## src/rtl/commit_trace_tx.sv

```systemverilog
// Commit trace transmitter: queues retired register writes from the core's debug
// writeback port and streams each one as a 10-byte frame over a valid/ready byte link.
module commit_trace_tx #(
    parameter int DEPTH      = 16,
    parameter int CAPTURE_X0 = 0
) (
    input  logic                     clk,
    input  logic                     rst,
    input  logic                     trace_en,
    input  logic [31:0]              debug_wb_pc,
    input  logic                     debug_wb_ena,
    input  logic [4:0]               debug_wb_reg,
    input  logic [31:0]              debug_wb_value,
    output logic [7:0]               tx_data,
    output logic                     tx_valid,
    input  logic                     tx_ready,
    output logic [$clog2(DEPTH):0]   fifo_level,
    output logic [15:0]              drop_count,
    output logic                     busy
);

    localparam int AW = $clog2(DEPTH);
    localparam int LW = AW + 1;
    localparam logic [LW-1:0] FULL_LEVEL = LW'(DEPTH);

    typedef enum logic {IDLE, SEND} state_t;

    typedef struct packed {
        logic        ovf;
        logic [4:0]  rd;
        logic [31:0] pc;
        logic [31:0] value;
    } entry_t;

    entry_t         mem_q [DEPTH];
    logic [AW-1:0]  wr_ptr_q, wr_ptr_d, rd_ptr_q, rd_ptr_d;
    logic [LW-1:0]  level_q, level_d;
    logic [15:0]    drop_q, drop_d;
    logic           pend_ovf_q, pend_ovf_d;
    state_t         state_q, state_d;
    logic [3:0]     idx_q, idx_d;
    entry_t         shadow_q, shadow_d;

    logic cap, pop, push, drop;

    function automatic logic [7:0] frame_byte(input entry_t e, input logic [3:0] idx);
        case (idx)
            4'd0:    return 8'hA5;
            4'd1:    return {e.ovf, 2'b00, e.rd};
            4'd2:    return e.pc[7:0];
            4'd3:    return e.pc[15:8];
            4'd4:    return e.pc[23:16];
            4'd5:    return e.pc[31:24];
            4'd6:    return e.value[7:0];
            4'd7:    return e.value[15:8];
            4'd8:    return e.value[23:16];
            4'd9:    return e.value[31:24];
            default: return 8'h00;
        endcase
    endfunction

    // Serialiser: pops in IDLE, so a full FIFO can still accept a commit that cycle.
    always_comb begin
        state_d  = state_q;
        idx_d    = idx_q;
        shadow_d = shadow_q;
        pop      = 1'b0;
        tx_valid = 1'b0;
        tx_data  = 8'h00;
        case (state_q)
            IDLE: begin
                if (level_q != '0) begin
                    pop      = 1'b1;
                    shadow_d = mem_q[rd_ptr_q];
                    idx_d    = 4'd0;
                    state_d  = SEND;
                end
            end
            SEND: begin
                tx_valid = 1'b1;
                tx_data  = frame_byte(shadow_q, idx_q);
                if (tx_ready) begin
                    if (idx_q == 4'd9) state_d = IDLE;
                    else               idx_d   = idx_q + 4'd1;
                end
            end
            default: state_d = IDLE;
        endcase
    end

    always_comb begin
        cap  = trace_en && debug_wb_ena && ((CAPTURE_X0 != 0) || (debug_wb_reg != 5'd0));
        push = cap && ((level_q < FULL_LEVEL) || pop);
        drop = cap && !push;

        wr_ptr_d = push ? wr_ptr_q + AW'(1) : wr_ptr_q;
        rd_ptr_d = pop  ? rd_ptr_q + AW'(1) : rd_ptr_q;

        case ({push, pop})
            2'b10:   level_d = level_q + LW'(1);
            2'b01:   level_d = level_q - LW'(1);
            default: level_d = level_q;
        endcase

        drop_d = (drop && (drop_q != 16'hFFFF)) ? drop_q + 16'd1 : drop_q;

        if (push)      pend_ovf_d = 1'b0;
        else if (drop) pend_ovf_d = 1'b1;
        else           pend_ovf_d = pend_ovf_q;
    end

    always_ff @(posedge clk) begin
        if (rst) begin
            state_q    <= IDLE;
            idx_q      <= 4'd0;
            shadow_q   <= '0;
            wr_ptr_q   <= '0;
            rd_ptr_q   <= '0;
            level_q    <= '0;
            drop_q     <= 16'd0;
            pend_ovf_q <= 1'b0;
        end else begin
            state_q    <= state_d;
            idx_q      <= idx_d;
            shadow_q   <= shadow_d;
            wr_ptr_q   <= wr_ptr_d;
            rd_ptr_q   <= rd_ptr_d;
            level_q    <= level_d;
            drop_q     <= drop_d;
            pend_ovf_q <= pend_ovf_d;
        end
    end

    // NOTE: storage is not reset; the level/pointers decide which entries are meaningful.
    always_ff @(posedge clk) begin
        if (push && !rst) begin
            mem_q[wr_ptr_q] <= '{ovf: pend_ovf_q, rd: debug_wb_reg,
                                 pc: debug_wb_pc, value: debug_wb_value};
        end
    end

    assign fifo_level = level_q;
    assign drop_count = drop_q;
    assign busy       = (level_q != '0) || (state_q != IDLE);

endmodule

```

## config.mk

```make
export PLATFORM = sky130hd
export DESIGN_NAME = commit_trace_tx
export DESIGN_NICKNAME = d
export VERILOG_FILES = /design/src/rtl/commit_trace_tx.sv
export SDC_FILE = /design/constraint.sdc
export NUM_CORES = 1
export LEC_CHECK = 0
export BUFFER_PORTS_ARGS = -buffer_cell sky130_fd_sc_hd__clkbuf_2
export CORE_UTILIZATION = 35
export DETAILED_ROUTE_END_ITERATION = 10
export HOLD_SLACK_MARGIN = 0.08
export MAX_ROUTING_LAYER = met4
export PLACE_DENSITY_LB_ADDON = 0.08
export REMOVE_ABC_BUFFERS = 1
export SLEW_MARGIN = 20
export SYNTH_ARGS = -nofsm -noshare
export SYNTH_HDL_FRONTEND = slang
export SYNTH_SLANG_ARGS = --single-unit
export TNS_END_PERCENT = 30
```

## constraint.sdc

```tcl
create_clock -name clk -period 11.26 [get_ports clk]
set_input_delay 0.563 -clock clk [delete_from_list [all_inputs] [get_ports clk]]
set_output_delay 0.563 -clock clk [all_outputs]
set_load 0.05 [all_outputs]
```

Word-level counts from Yosys, hierarchy flattened
Memory sizes are Yosys's and may differ from the RTL's. A register that Yosys moved wholly into a read port is not among the register bits.
Index checks and enable logic that the tools add are counted.
{"block": "totals", "register_bits": 35, "latch_bits": 0, "ramBits": 1120, "mem_bits_ro": 0, "input_bits": 74, "out_inout_bits": 31, "word_cells": 63, "n_memories": 1}
{"memory": "mem_q", "depth": 16, "word_bits": 70, "read_ports": 1, "rd_ports_with_merged_regs": 1, "write_ports": 1, "line": "35", "source": "entry_t mem_q [DEPTH];"}
{"block": "op_classes", "n_addsub": 6, "n_mul": 0, "div_mod_pow": 0, "order_cmp": 1, "n_eq_ne": 15, "n_shift": 0, "muxes": 15, "bitwise_logic": 1, "n_reduce_logical": 17}
{"cell": "case mux 8 bit (10 select lines)", "count": 1}
{"cell": "adder 16 x 1 -> 16 bit (second input constant)", "count": 1}
{"cell": "== test 4 x 3 -> 1 bit (second input constant)", "count": 4}
{"cell": "inequality test 16 bit (second input constant)", "count": 1}
{"cell": "adder 4 x 1 -> 4 bit (second input constant)", "count": 3}
{"cell": "2-to-1 mux 4 bit", "count": 3}
{"cell": "case mux 5 bit (2 select lines)", "count": 1}
{"cell": "nonzero test 5 bit", "count": 2}
{"cell": "== test 4 x 2 -> 1 bit (second input constant)", "count": 2}
{"cell": "== test 4 bit (second input constant)", "count": 2}
{"cell": "2-to-1 mux 8 bit", "count": 1}
{"cell": "case mux 4 bit (2 select lines)", "count": 1}
{"cell": "2-to-1 mux 1 bit", "count": 7}
{"cell": "logical AND 1 bit", "count": 6}
{"cell": "inequality test 2 bit (second input constant)", "count": 3}
{"cell": "adder 5 x 1 -> 5 bit (second input constant)", "count": 1}
{"cell": "< comparator 5 bit (second input constant)", "count": 1}
{"cell": "subtractor 5 x 1 -> 5 bit (second input constant)", "count": 1}
{"cell": "== test 4 x 1 -> 1 bit (second input constant)", "count": 1}
{"cell": "zero test 4 bit", "count": 1}
{"cell": "AND reduction 3 bit", "count": 1}
{"cell": "== test 2 x 1 -> 1 bit (second input constant)", "count": 1}
{"cell": "== test 2 bit (second input constant)", "count": 1}
{"cell": "zero test 1 bit", "count": 2}
{"cell": "6 further kinds", "count": 7}

Depth between registers and ports, before layout
{"block": "depth", "ltp_word": 8, "mapped_depth": 12, "mapped_depth_nobuf": 11}

Worst setup path after synthesis
OpenSTA, ideal clock, no wires.
{"block": "synth_timing", "path_type": "input port to flip-flop", "from": "input port debug_wb_reg[3]", "to": "memory mem_q[12][0] (netlist name) (enable)", "setup_ps": 499, "t_arrival_ps": 4098, "required_time_ps": 10761, "setup_slack_ps": 6663, "cell_stages": 5, "path_buffers": 1, "cell_sequence": "or4_1 o2111a_1 buf_2 nand2_1 nor2_1"}
{"block": "synth_between", "elab_chain_cells": 6}
{"item": "start: declaration", "line": "12", "source": "input logic [4:0] debug_wb_reg,"}
{"item": "nonzero test 5 bit", "line": "92", "source": "cap = trace_en && debug_wb_ena && ((CAPTURE_X0 != 0) || (debug_wb_reg != 5'd0));"}
{"item": "logical AND 1 bit", "line": "92"}
{"item": "logical AND 1 bit", "line": "93", "source": "push = cap && ((level_q < FULL_LEVEL) || pop);"}
{"item": "logical AND 1 bit", "line": "136", "source": "if (push && !rst) begin"}
{"item": "2-to-1 mux 1 bit", "line": "136"}
{"item": "2-to-1 mux 1 bit (not written as such)", "line": "137", "source": "mem_q[wr_ptr_q] <= '{ovf: pend_ovf_q, rd: debug_wb_reg,"}
{"item": "end: declaration", "line": "35"}
No other way between the ends.

Worst setup path after layout
{"block": "layout_timing", "from": "register idx_q[1]", "to": "output port tx_data[4]"}
{"block": "layout_between", "elab_chain_cells": 3, "elab_cells_between_ends": 12, "cone_classes": "eq/ne (9); mux (2); reduce/logical (1)"}
{"item": "start: declaration", "line": "41", "source": "logic [3:0] idx_q, idx_d;"}
{"item": "start signal: assignment", "line": "124", "source": "idx_q <= idx_d;"}
{"item": "== test 4 bit (tied with other cells)", "line": "47", "source": "case (idx)"}
{"item": "case mux 8 bit (10 select lines) *", "line": "47"}
{"item": "2-to-1 mux 8 bit *", "line": "70", "source": "case (state_q)"}
{"item": "end: declaration", "line": "14", "source": "output logic [7:0] tx_data,"}
Mark *: on every way between the ends. The rest lies on a longest branch, timed or not.

==> run summary <==
* **xor-xnor portion of the synthesized cell area** 0.444%
* **clk_lat worst skew** 770 ps
* **CTS tree** yes
* **proportion of register bits with asynchronous set or reset after synthesis** 0%
* **fraction of the mapped netlist area in compound gates** 4.43%
* **via count of the first global-routing pass** 25.4k
* **leading register cell type out of synthesis** sky130_fd_sc_hd__edfxtp_1
* **Seq/Total Area, Yosys** 75.5%
* **total grt overflow** 0
* **area enclosed by the die boundary** 0.137 mm2
* **number of design rule violations left after detail routing** 6
* **class of the tightest hold or removal check** in2reg
* **core box area** 0.134 mm2
* **main combinational cell family by area after synthesis** multiplexers
* **worst hold slack** 207 ps
* **synthesized area per cell** 19.0 um2
* **power per cell area** 217 mW/mm2
* **hold bufs inserted after CTS** 1
* **number of instances in the synthesized netlist** 2491
* **YS warnings** 0
* **Highest Clock Rate** 0.225 GHz
* **multiplexer area fraction after synthesis** 14.9%
* **H-tree levels** 4
* **violated checks** DRC
* **post-CTS setup buffer count** 0
* **slew margin rel.** 26.7%
* **critical path class** reg2out
* **hold violation total from the final report** 0
* **Cell variety after synth** 56
* **final wirelength** 131000 um
* **average via count per standard cell** 5.35
* **first-iteration detailed-routing DRC count** 2063
* **total of max-cap violations** 0
* **starting density of the core** 35.4%
* **total I/O pin count** 105
* **layout cell share with drive strength beyond 1** 29.1%
* **count of vias placed by the detailed router** 24.3k
* **met1 routing resource usage after global routing** 26.2%
* **global-route wire length before repair** 186000 um
* **R2R setup slack** 7230 ps
* **Finish-stage setup viols** 0
* **buffer type at the clock tree root** sky130_fd_sc_hd__clkbuf_16
* **gr busiest metal** met2
* **Total GRT Usage** 19.8%
* **CTS Buf Count** 139
* **total power** 11.8 mW
* **Worst Clk Skew** 22.2 ps
* **met3 global-route usage** 3.36%
* **Gates resized, CTS repair** 0
* **number of antenna-violating nets in the routed design** 0
* **final net count** 2738
* **Reg clk slew, reported paths** 60 ps
* **final period demand of the worst path** 4450 ps
* **data required time at the worst endpoint** 10700 ps
* **Routability Congestion** 0.735
* **result of the run** finished, violations left
* **met2 Use GR** 31.3%
* **deepest clock path buffer count** 3
* **pin count of the biggest net entering global routing** 120
* **maximum vdd drop** 0.142 mV
* **initial antenna violation count** 10
* **startpoint type of the worst setup path** flip-flop
* **number of pins exceeding their max-slew limit in the final report** 0
* **Die Ht** 370 um
* **count of input and output buffers** 104
* **std cell rows** 134
* **setup repair after global routing missed its margin** false
* **share of the clock period used by the worst path** 39.5%
* **crit path DAT** 3890 ps
* **Syn-to-layout area delta** 15.1%
* **Leakage** 16.9 nW
* **Clock Sink Count** 1225
* **simple-gate share of the synthesized area** 2.66%
* **arithmetic-cell share of the synthesized area counting full adders, half adders and majority gates** 0.412%
* **Die Width** 370 um
* **Critical Path End Type** output port
* **Post-DP HPWL** 67800 um
* **TritonRoute pass-1 iters** 10
* **highest fanout seen on the critical path** 18
* **Routed WL per cell** 28.8 um
* **Post-synth EDFFs** 1120
* **Worst Tran Pin Value** 1100 ps
* **flops & latches, synth** 1225
* **cell area after synthesis** 0.0473 mm2
synth_stat cells, drive strengths merged, types with 2 or more instances:
cell type     n  area share, %
xor2          6           0.11
or3           4          0.053
a222oi        2          0.042
a22o          6           0.11
o211ai        2          0.032
nor2b         5          0.066
ha           14           0.37
edfxtp     1120             71
clkbuf       70           0.56
nor4          7           0.12
nor3         16           0.17
a22oi        17           0.27
nand2b        2          0.026
a2111oi       2          0.037
nand4         8           0.11
a211oi        3          0.048
o22ai       139            1.8
a32oi         2          0.037
or3b          3          0.056
nand3b        2          0.032
and4          3          0.056
buf          76           0.99
mux4        140            6.7
xnor2        18           0.33
a221oi        4          0.074
a311oi        2          0.037
nor2        132            1.0
nor3b         2          0.032
a21oi        23           0.24
dfxtp       105            4.4
nand3         7          0.074
nand2        94           0.75
and3          2          0.026
a32o         69            1.5
mux2i        74            1.6
o22a          2          0.037
o21ai         4          0.042
mux2        280            6.7
inv          13           0.10
flip-flops by register name (all words and copies together), names as in the netlist:
register and count:
mem_q 1120, shadow_q 70, drop_count 16, fifo_level 5, idx_q 4, rd_ptr_q 4
wr_ptr_q 4, pend_ovf_q 1, state_q 1
where the power goes:
part / internal, mW / switching, mW / total (mW) / leakage [nW]
combinational: 0.855 / 1.16 / 2.02 / 3.71
clock: 2.63 / 1.83 / 4.47 / 2.20
sequential: 5.13 / 0.200 / 5.33 / 10.9
path summary, 6_finish.rpt:
kind	endpoint	depth (start not counted)	startpoint
max	tx_data[4]	7	idx_q[1]
max reg2reg	shadow_q[52]	6	rd_ptr_q[2]
min reg2reg	shadow_q[4]	1	shadow_q[4]
min	mem_q[10][14]	1	debug_wb_value[14]
cell families after synthesis:
group                    after synthesis
flip-flops                          1225
multiplexers                         494
AND/OR/NAND/NOR                      290
AO/OA/AOI/OAI                        284
buffers and inverters                159
XOR/XNOR                              24
adder cells (fa/ha/maj)               15
placed cells by master, fill, tap and decap left out, types with 17 or more instances in the layout:
| cell type | count |
|---|---|
| sky130_fd_sc_hd__clkinv_2 | 20 |
| sky130_fd_sc_hd__mux2i_1 | 74 |
| sky130_fd_sc_hd__xnor2_1 | 18 |
| sky130_fd_sc_hd__clkinv_1 | 25 |
| sky130_fd_sc_hd__buf_4 | 56 |
| sky130_fd_sc_hd__o22ai_1 | 139 |
| sky130_fd_sc_hd__a22oi_1 | 17 |
| sky130_fd_sc_hd__edfxtp_1 | 1120 |
| sky130_fd_sc_hd__nor2_1 | 115 |
| sky130_fd_sc_hd__a32o_1 | 69 |
| sky130_fd_sc_hd__mux2_2 | 280 |
| sky130_fd_sc_hd__dfxtp_1 | 101 |
| sky130_fd_sc_hd__mux4_2 | 140 |
| sky130_fd_sc_hd__a21oi_1 | 23 |
| sky130_fd_sc_hd__clkbuf_16 | 142 |
| sky130_fd_sc_hd__nand2_1 | 92 |
| sky130_fd_sc_hd__clkbuf_2 | 104 |
| sky130_fd_sc_hd__clkbuf_1 | 40 |
| sky130_fd_sc_hd__nor2_4 | 17 |
through the flow:
stage | cells | setup TNS (ps) | utilization, % | cell area, um2 | setup slack (ps)
6_report | 4538 | 0 | 40.7 | 54500 | 6810
5_1_grt | 4538 | 0 | 40.7 | 54500 | 6730
4_1_cts | 4533 | 0 | 40.7 | 54500 | 6730
3_5_place_dp | 4275 | 0 | 37.3 | 50000 | 6890
3_3_place_gp | 4275 | 0 | 37.3 | 50000 | 6920
2_1_floorplan | 2345 | -209050 | - | 46600 | -3080
area by class of cell:
class                   instances  area (um2)
clock inverters                68         701
repair buffers                163         991
well taps                    1768        2210
inverters                      13        48.8
multi-input cells            1107       11000
diodes                          5        12.5
fillers                     12045       79300
clock buffers                 189        3800
flip-flops and latches       1225       35700
worst max-delay path, stage by stage (launching register included):
cell	delay [ps]
sky130_fd_sc_hd__dfxtp_1	390
sky130_fd_sc_hd__ha_2	820
sky130_fd_sc_hd__a22oi_1	250
sky130_fd_sc_hd__a21oi_1	590
sky130_fd_sc_hd__a221oi_1	260
sky130_fd_sc_hd__o22a_1	240
sky130_fd_sc_hd__nor2_1	210
sky130_fd_sc_hd__clkbuf_2	340
metal layers:
metal  share of wire, %  vias to the layer above
li1                   -                    10482
met5                  0                        -
met2                 48                      603
met1                 45                    12995
met4                2.4                        0
met3                5.0                      191
Power figures use the tool's default switching activity.
